<file path="src/rtl/ooo_pkg.sv">
// Shared out-of-order front-end definitions: FU codes, bundle sizes, dispatch FSM states.
package ooo_pkg;

  localparam int FuCodeSize   = 3;
  localparam int PayloadWidth = 302;

  localparam logic [FuCodeSize-1:0] FU_ALU = 3'd0;
  localparam logic [FuCodeSize-1:0] FU_LSU = 3'd1;
  localparam logic [FuCodeSize-1:0] FU_BRU = 3'd2;
  localparam logic [FuCodeSize-1:0] FU_FPU = 3'd3;

  typedef enum logic [1:0] {
    ST_EMPTY   = 2'd0,
    ST_PENDING = 2'd1,
    ST_HOLD    = 2'd2
  } disp_state_e;

endpackage

</file>
<file path="src/rtl/rs_credit_counter.sv">
// Saturating up/down credit counter for one reservation station; flags a return at full.
module rs_credit_counter #(
  parameter int Depth = 8,
  parameter int CntW  = $clog2(Depth + 1)
) (
  input  logic            clock_i,
  input  logic            reset_i,
  input  logic            inc_i,
  input  logic            dec_i,
  output logic [CntW-1:0] count_o,
  output logic            ovf_o
);

  logic [CntW-1:0] count_q, count_d;
  logic            full;

  assign full = (count_q == CntW'(Depth));

  always_comb begin
    count_d = count_q;
    if (inc_i && !dec_i && !full) count_d = count_q + 1'b1;
    else if (dec_i && !inc_i)     count_d = count_q - 1'b1;
  end

  always_ff @(posedge clock_i or posedge reset_i) begin
    if (reset_i) count_q <= CntW'(Depth);
    else         count_q <= count_d;
  end

  assign count_o = count_q;
  assign ovf_o   = inc_i && full;

endmodule

</file>
<file path="src/rtl/inorder_dispatch.sv">
// In-order dispatch: pops the instruction queue and steers each bundle to its RS under credit control.
// Optional INORDER_DISPATCH_STATS_EN adds dispatch / stall-cycle counters.
module inorder_dispatch #(
  parameter int NumRS        = 4,
  parameter int RSDepth      = 8,
  parameter int FuCodeSize   = ooo_pkg::FuCodeSize,
  parameter int PayloadWidth = ooo_pkg::PayloadWidth
) (
  input  logic                    clock_i,
  input  logic                    reset_i,
  input  logic                    qEmpty_i,
  output logic                    qReadEnable_o,
  input  logic [FuCodeSize-1:0]   qFuType_i,
  input  logic [PayloadWidth-1:0] qPayload_i,
  input  logic                    flush_i,
  output logic [NumRS-1:0]        rsValid_o,
  output logic [PayloadWidth-1:0] rsPayload_o,
  input  logic [NumRS-1:0]        rsCreditReturn_i,
  output logic                    errIllegalFu_o,
`ifdef INORDER_DISPATCH_STATS_EN
  output logic                    errCreditOvf_o,
  output logic [31:0]             statDispatched_o,
  output logic [31:0]             statStallCycles_o
`else
  output logic                    errCreditOvf_o
`endif
);
  import ooo_pkg::*;

  localparam int CntW = $clog2(RSDepth + 1);

  disp_state_e                  state_q, state_d;
  logic [FuCodeSize-1:0]        hold_fu_q, hold_fu_d;
  logic [PayloadWidth-1:0]      hold_pl_q, hold_pl_d;
  logic [NumRS-1:0][CntW-1:0]   credit;
  logic [NumRS-1:0]             ovf, fire_vec;
  logic [FuCodeSize-1:0]        src_fu;
  logic [PayloadWidth-1:0]      src_pl;
  logic                         active, legal, fire, drop, pop;
  logic                         err_ill_q, err_ovf_q;

  // PENDING bypasses straight from the queue outputs; HOLD replays the captured copy.
  always_comb begin
    src_fu   = (state_q == ST_HOLD) ? hold_fu_q : qFuType_i;
    src_pl   = (state_q == ST_HOLD) ? hold_pl_q : qPayload_i;
    active   = (state_q != ST_EMPTY);
    legal    = 1'b0;
    fire_vec = '0;
    for (int k = 0; k < NumRS; k++) begin
      if (src_fu == FuCodeSize'(k)) begin
        legal       = 1'b1;
        fire_vec[k] = active && !flush_i && (credit[k] != '0);
      end
    end
    fire = |fire_vec;
    drop = active && !flush_i && !legal;
    pop  = !reset_i && !qEmpty_i && !flush_i && (!active || fire || drop);
  end

  always_comb begin
    state_d   = state_q;
    hold_fu_d = hold_fu_q;
    hold_pl_d = hold_pl_q;
    if (flush_i) begin
      state_d = ST_EMPTY;
    end else if (!active || fire || drop) begin
      state_d = pop ? ST_PENDING : ST_EMPTY;
    end else if (state_q == ST_PENDING) begin
      state_d   = ST_HOLD;
      hold_fu_d = qFuType_i;
      hold_pl_d = qPayload_i;
    end
  end

  always_ff @(posedge clock_i or posedge reset_i) begin
    if (reset_i) begin
      state_q   <= ST_EMPTY;
      hold_fu_q <= '0;
      hold_pl_q <= '0;
      err_ill_q <= 1'b0;
      err_ovf_q <= 1'b0;
    end else begin
      state_q   <= state_d;
      hold_fu_q <= hold_fu_d;
      hold_pl_q <= hold_pl_d;
      err_ill_q <= err_ill_q | drop;
      err_ovf_q <= err_ovf_q | (|ovf);
    end
  end

  for (genvar k = 0; k < NumRS; k++) begin : g_rs
    rs_credit_counter #(.Depth(RSDepth), .CntW(CntW)) u_credit (
      .clock_i (clock_i),
      .reset_i (reset_i),
      .inc_i   (rsCreditReturn_i[k]),
      .dec_i   (fire_vec[k]),
      .count_o (credit[k]),
      .ovf_o   (ovf[k])
    );
  end

  assign qReadEnable_o  = pop;
  assign rsValid_o      = fire_vec;
  assign rsPayload_o    = active ? src_pl : '0;
  assign errIllegalFu_o = err_ill_q;
  assign errCreditOvf_o = err_ovf_q;

`ifdef INORDER_DISPATCH_STATS_EN
  logic [31:0] stat_disp_q, stat_stall_q;

  always_ff @(posedge clock_i or posedge reset_i) begin
    if (reset_i) begin
      stat_disp_q  <= '0;
      stat_stall_q <= '0;
    end else begin
      stat_disp_q  <= stat_disp_q + 32'(fire);
      stat_stall_q <= stat_stall_q + 32'((state_q == ST_HOLD) && !fire);
    end
  end

  assign statDispatched_o  = stat_disp_q;
  assign statStallCycles_o = stat_stall_q;
`endif

endmodule

</file>
<file path="config.mk">
export PLATFORM = sky130hd
export DESIGN_NAME = inorder_dispatch
export DESIGN_NICKNAME = d
export VERILOG_FILES = /design/src/rtl/ooo_pkg.sv /design/src/rtl/rs_credit_counter.sv /design/src/rtl/inorder_dispatch.sv
export SDC_FILE = /design/constraint.sdc
export NUM_CORES = 1
export LEC_CHECK = 0
export ABC_AREA = 1
export ABC_CLOCK_PERIOD_IN_PS = 14550
export CAP_MARGIN = 20
export CORE_AREA = 2 2 243 245
export CTS_CLUSTER_DIAMETER = 150
export DETAILED_ROUTE_END_ITERATION = 12
export DIE_AREA = 0 0 245 247
export MAX_ROUTING_LAYER = met4
export PLACE_DENSITY_LB_ADDON = 0.2
export SYNTH_ARGS = -nofsm -noshare
export SYNTH_HDL_FRONTEND = slang
export SYNTH_SLANG_ARGS = --single-unit
</file>
<file path="constraint.sdc">
create_clock -name clock_i -period 14.55 [get_ports clock_i]
set_clock_uncertainty 0.1 [all_clocks]
set_input_delay 2.91 -clock clock_i [delete_from_list [all_inputs] [get_ports clock_i]]
set_output_delay 2.91 -clock clock_i [all_outputs]
set_load 0.05 [all_outputs]
</file>
==> impl_results.md <==
* Status: complete, no violations
* Internal power contribution at 2.17 mW
* Setup TNS at 0 ns
* Fin crit period at 8.32 ns
* Detailed Place HPWL at between 40000 and 50000 µm
* Initial antenna violation count at 11
* Routed WL at 71600 µm
* GP Congestion at 0.855
* Commonest non-fill, non-tap cells in the layout: nand2_1 (1267), clkdlybuf4s50_1 (621), dfrtp_1 (319), nand3_1 (318), nand4_1 (307)
* Final hold vios at 0
* Nets at 3329
* CP max FO at 6
* Main combinational cell family by area after synthesis: simple AND/OR/NAND/NOR gates
* CTS tree: done
* Syn Area/Cell at 7.09 µm²
* IO Count at 622
* Unrepaired setup endpoints after global routing: false
* Design Power at 3.42 mW
* Net Count, Synth at around 2900
* Vias in the first global route at 18913
* DRT antenna net count at 0
* Worst VDD drop at 0.0000742 V
* Routed len/inst at 18.8 µm
* Crit-path cells: clkdlybuf4s50_1 -> nor2_1 -> nand2_1 -> nor2_1 -> nand2_1 -> nand3_2 -> nor2_4 -> nor2_1 -> clkdlybuf4s50_1
* Share of cells above drive strength 1 at 2.91%
* Max_cap viols at 0
* Sequential share of power at 42.0%
* Clk buf depth at 3
* Synth Area in XOR/XNOR at less than 1%
* Period utilization at 57.2%
* Switching power at 1.25 mW
* Die height at 247 µm
* Initial core utilization at 31.1%
* CP top delay family: buffers and inverters
* Synth area leaders: dfrtp_1 (44%), nand2_1 (26%), nand4_1 (11%)
* Asr flop ratio synth at 100%
* Yosys top cell area share at 44.3%
* Commonest non-fill, non-tap cell in the layout: nand2_1
* CTS hold repair buffers at 0
* Row count at 89
* GRT Util Overall at a little under a quarter
* Resize count post-CTS at 0
* Post-synthesis adder-cell area fraction at 0.994%
* First-pass GRT wire length at 110000 µm
* CP bufs+invs at 2
* CP peak stage delay at 0.83 ns
* Largest net degree at the start of global routing at 220
* CTS sink cnt at around 330
* Max Slew Vio Count at 0
* Worst reg-to-reg path cell count at 7
* Clock slew at reported path FFs at 0.06 ns
* Primary FF master, synth: dfrtp_1
* Die area at 60500 µm²
* Post-synthesis mux area share at 0%
* Seq/Total Area, Yosys at 44.9%
* Sw frac at 36.6%
* First-pass DRT Iterations at 5
* Clock latency on the worst-skew pair at around 0.55 ns
* Stages on the worst setup path at 9
* Synth area leader: dfrtp_1
* Combinational share of power at between 30% and 40%
* Post-Syn Instances at 2559
* FMAX at approximately 120 MHz
* Post-synthesis compound-gate area fraction at less than 1%
* Hold Path Stages at 2
* Final setup fails at 0
* H-tree depth at 2
* Slew @ Worst Pin at ~1.3 ns
* Critical Path Slowest Stage Cell: clkdlybuf4s50_1
* # DRC at 0
* Yosys reg bits at 325
* Arrival time of the worst setup path at 5.31 ns
* Pwr dens at 133 nW/µm²
* Most used cell, CP: nor2_1
* TritonCTS buffer count at 41
* CP endpoint kind: primary output
* PortBufs at 621
* Clock Root Buffer: clkbuf_16
* Slew HR at 12.2%
* Leak pwr at approximately 13 nW
* Simple-gate portion of the synthesized area at 46.5%
* Post-CTS setup buffer count at 0
* Ys Warns at 0
* Post-synth EDFFs at 0
* Final-layout fill cell count at 5905
* Core box area at 58200 µm²
* Worst path required time at 11.54 ns
* Worst Hold Class: flop to flop
* Area growth, synth to finish at 41.6%
* Initial DRC count at 1429
* Critical path launch point type: input pin
* Type of the worst setup path: input pin to primary output
* Post-Syn Area at roughly 18000 µm²
* Clk pwr share at ~28%
* Vias at 19550
* Die Width at approximately 250 µm
* Via density at 5.13
* Grt total ovfl at 0
* Count of cell types in the netlist at 30
==> synthesized netlist by cell type, drive strengths merged, types with 8 or more instances <==
cell type,number
dfrtp,321
nand2,1268
clkbuf,161
ha,8
nor2,21
nand3,320
o21ai,12
nand4,308
xor2,8
inv,33
buf,77
==> through the flow <==
step	cells	setup slack [ns]	utilization (%)	instance area (µm²)	hold slack [ns]
6_report	3812	6.23	44.1	25700	0.366
5_1_grt	3811	6.07	44.1	25700	0.384
4_1_cts	3801	6.22	44.1	25700	0.372
3_5_place_dp	3734	6.23	42.0	24500	0.359
3_3_place_gp	3734	6.16	42.0	24500	0.353
2_1_floorplan	2559	0.832	-	18100	0.343
==> worst register-to-register path, stage by stage (launching register included) <==
cell and delay (ns):
dfrtp_4 1.00, buf_4 0.91, inv_8 0.56, nand4_4 0.52
buf_12 0.59, buf_4 1.16, nand2_1 0.21, nand2_1 0.12
==> worst paths after layout <==
check	startpoint	to	slack, ns
min in group asynchronous	reset_i	hold_pl_q[97]	2.70
worst min-delay path	errIllegalFu_o	errIllegalFu_o	0.37
worst max register to register	state_q[1]	hold_pl_q[186]	9.32
worst min register to register	errIllegalFu_o	errIllegalFu_o	0.37
worst max-delay path	flush_i	qReadEnable_o	6.23
max in group asynchronous	reset_i	hold_pl_q[212]	9.72
==> kinds of logic (layout without fill, tap and decap cells) <==
group                    Yosys count  after routing
AND/OR/NAND/NOR                 1921           1921
adder cells (fa/ha/maj)           12             12
flip-flops                       325            325
other                              0             11
AO/OA/AOI/OAI                     21             21
buffers and inverters            271            740
XOR/XNOR                           9              9
==> sequential cells by signal (all words and copies together), names as in the netlist <==
signal and cells:
errIllegalFu_o 1, errCreditOvf_o 1, state_q 2, g_rs.u_credit.count_o 16, hold_fu_q 3, hold_pl_q 302
==> per-layer routing <==
metal / routed length [µm] / global-route usage [%]
met5: 0 / -
met4: 2010 / 7.37
met1: 29300 / 28.6
met2: 33600 / 36.7
met3: 6780 / 7.45
==> power by group through the flow <==
stage	logic (mW)	clock network (mW)	registers, mW
finish	1.04	0.939	1.43
global route	1.16	1.00	1.47
CTS	1.05	0.969	1.43
detailed placement	1.05	0	1.44
global placement	1.02	0	1.43
floorplan	0.724	0	1.39
==> area by class of cell <==
| class | instances | area [µm²] | area share, % |
|---|---|---|---|
| clock buffer | 63 | 1170 | 4.55 |
| multi-input combinational | 1963 | 8800 | 34.3 |
| timing repair buffer | 640 | 6400 | 24.9 |
| antenna | 11 | 27.5 | 0.107 |
| clock inverter | 4 | 23.8 | 0.0926 |
| tap | 773 | 967 | 3.77 |
| sequential | 325 | 8150 | 31.7 |
| inverter | 33 | 154 | 0.599 |
(Power assumes the default switching activity.)
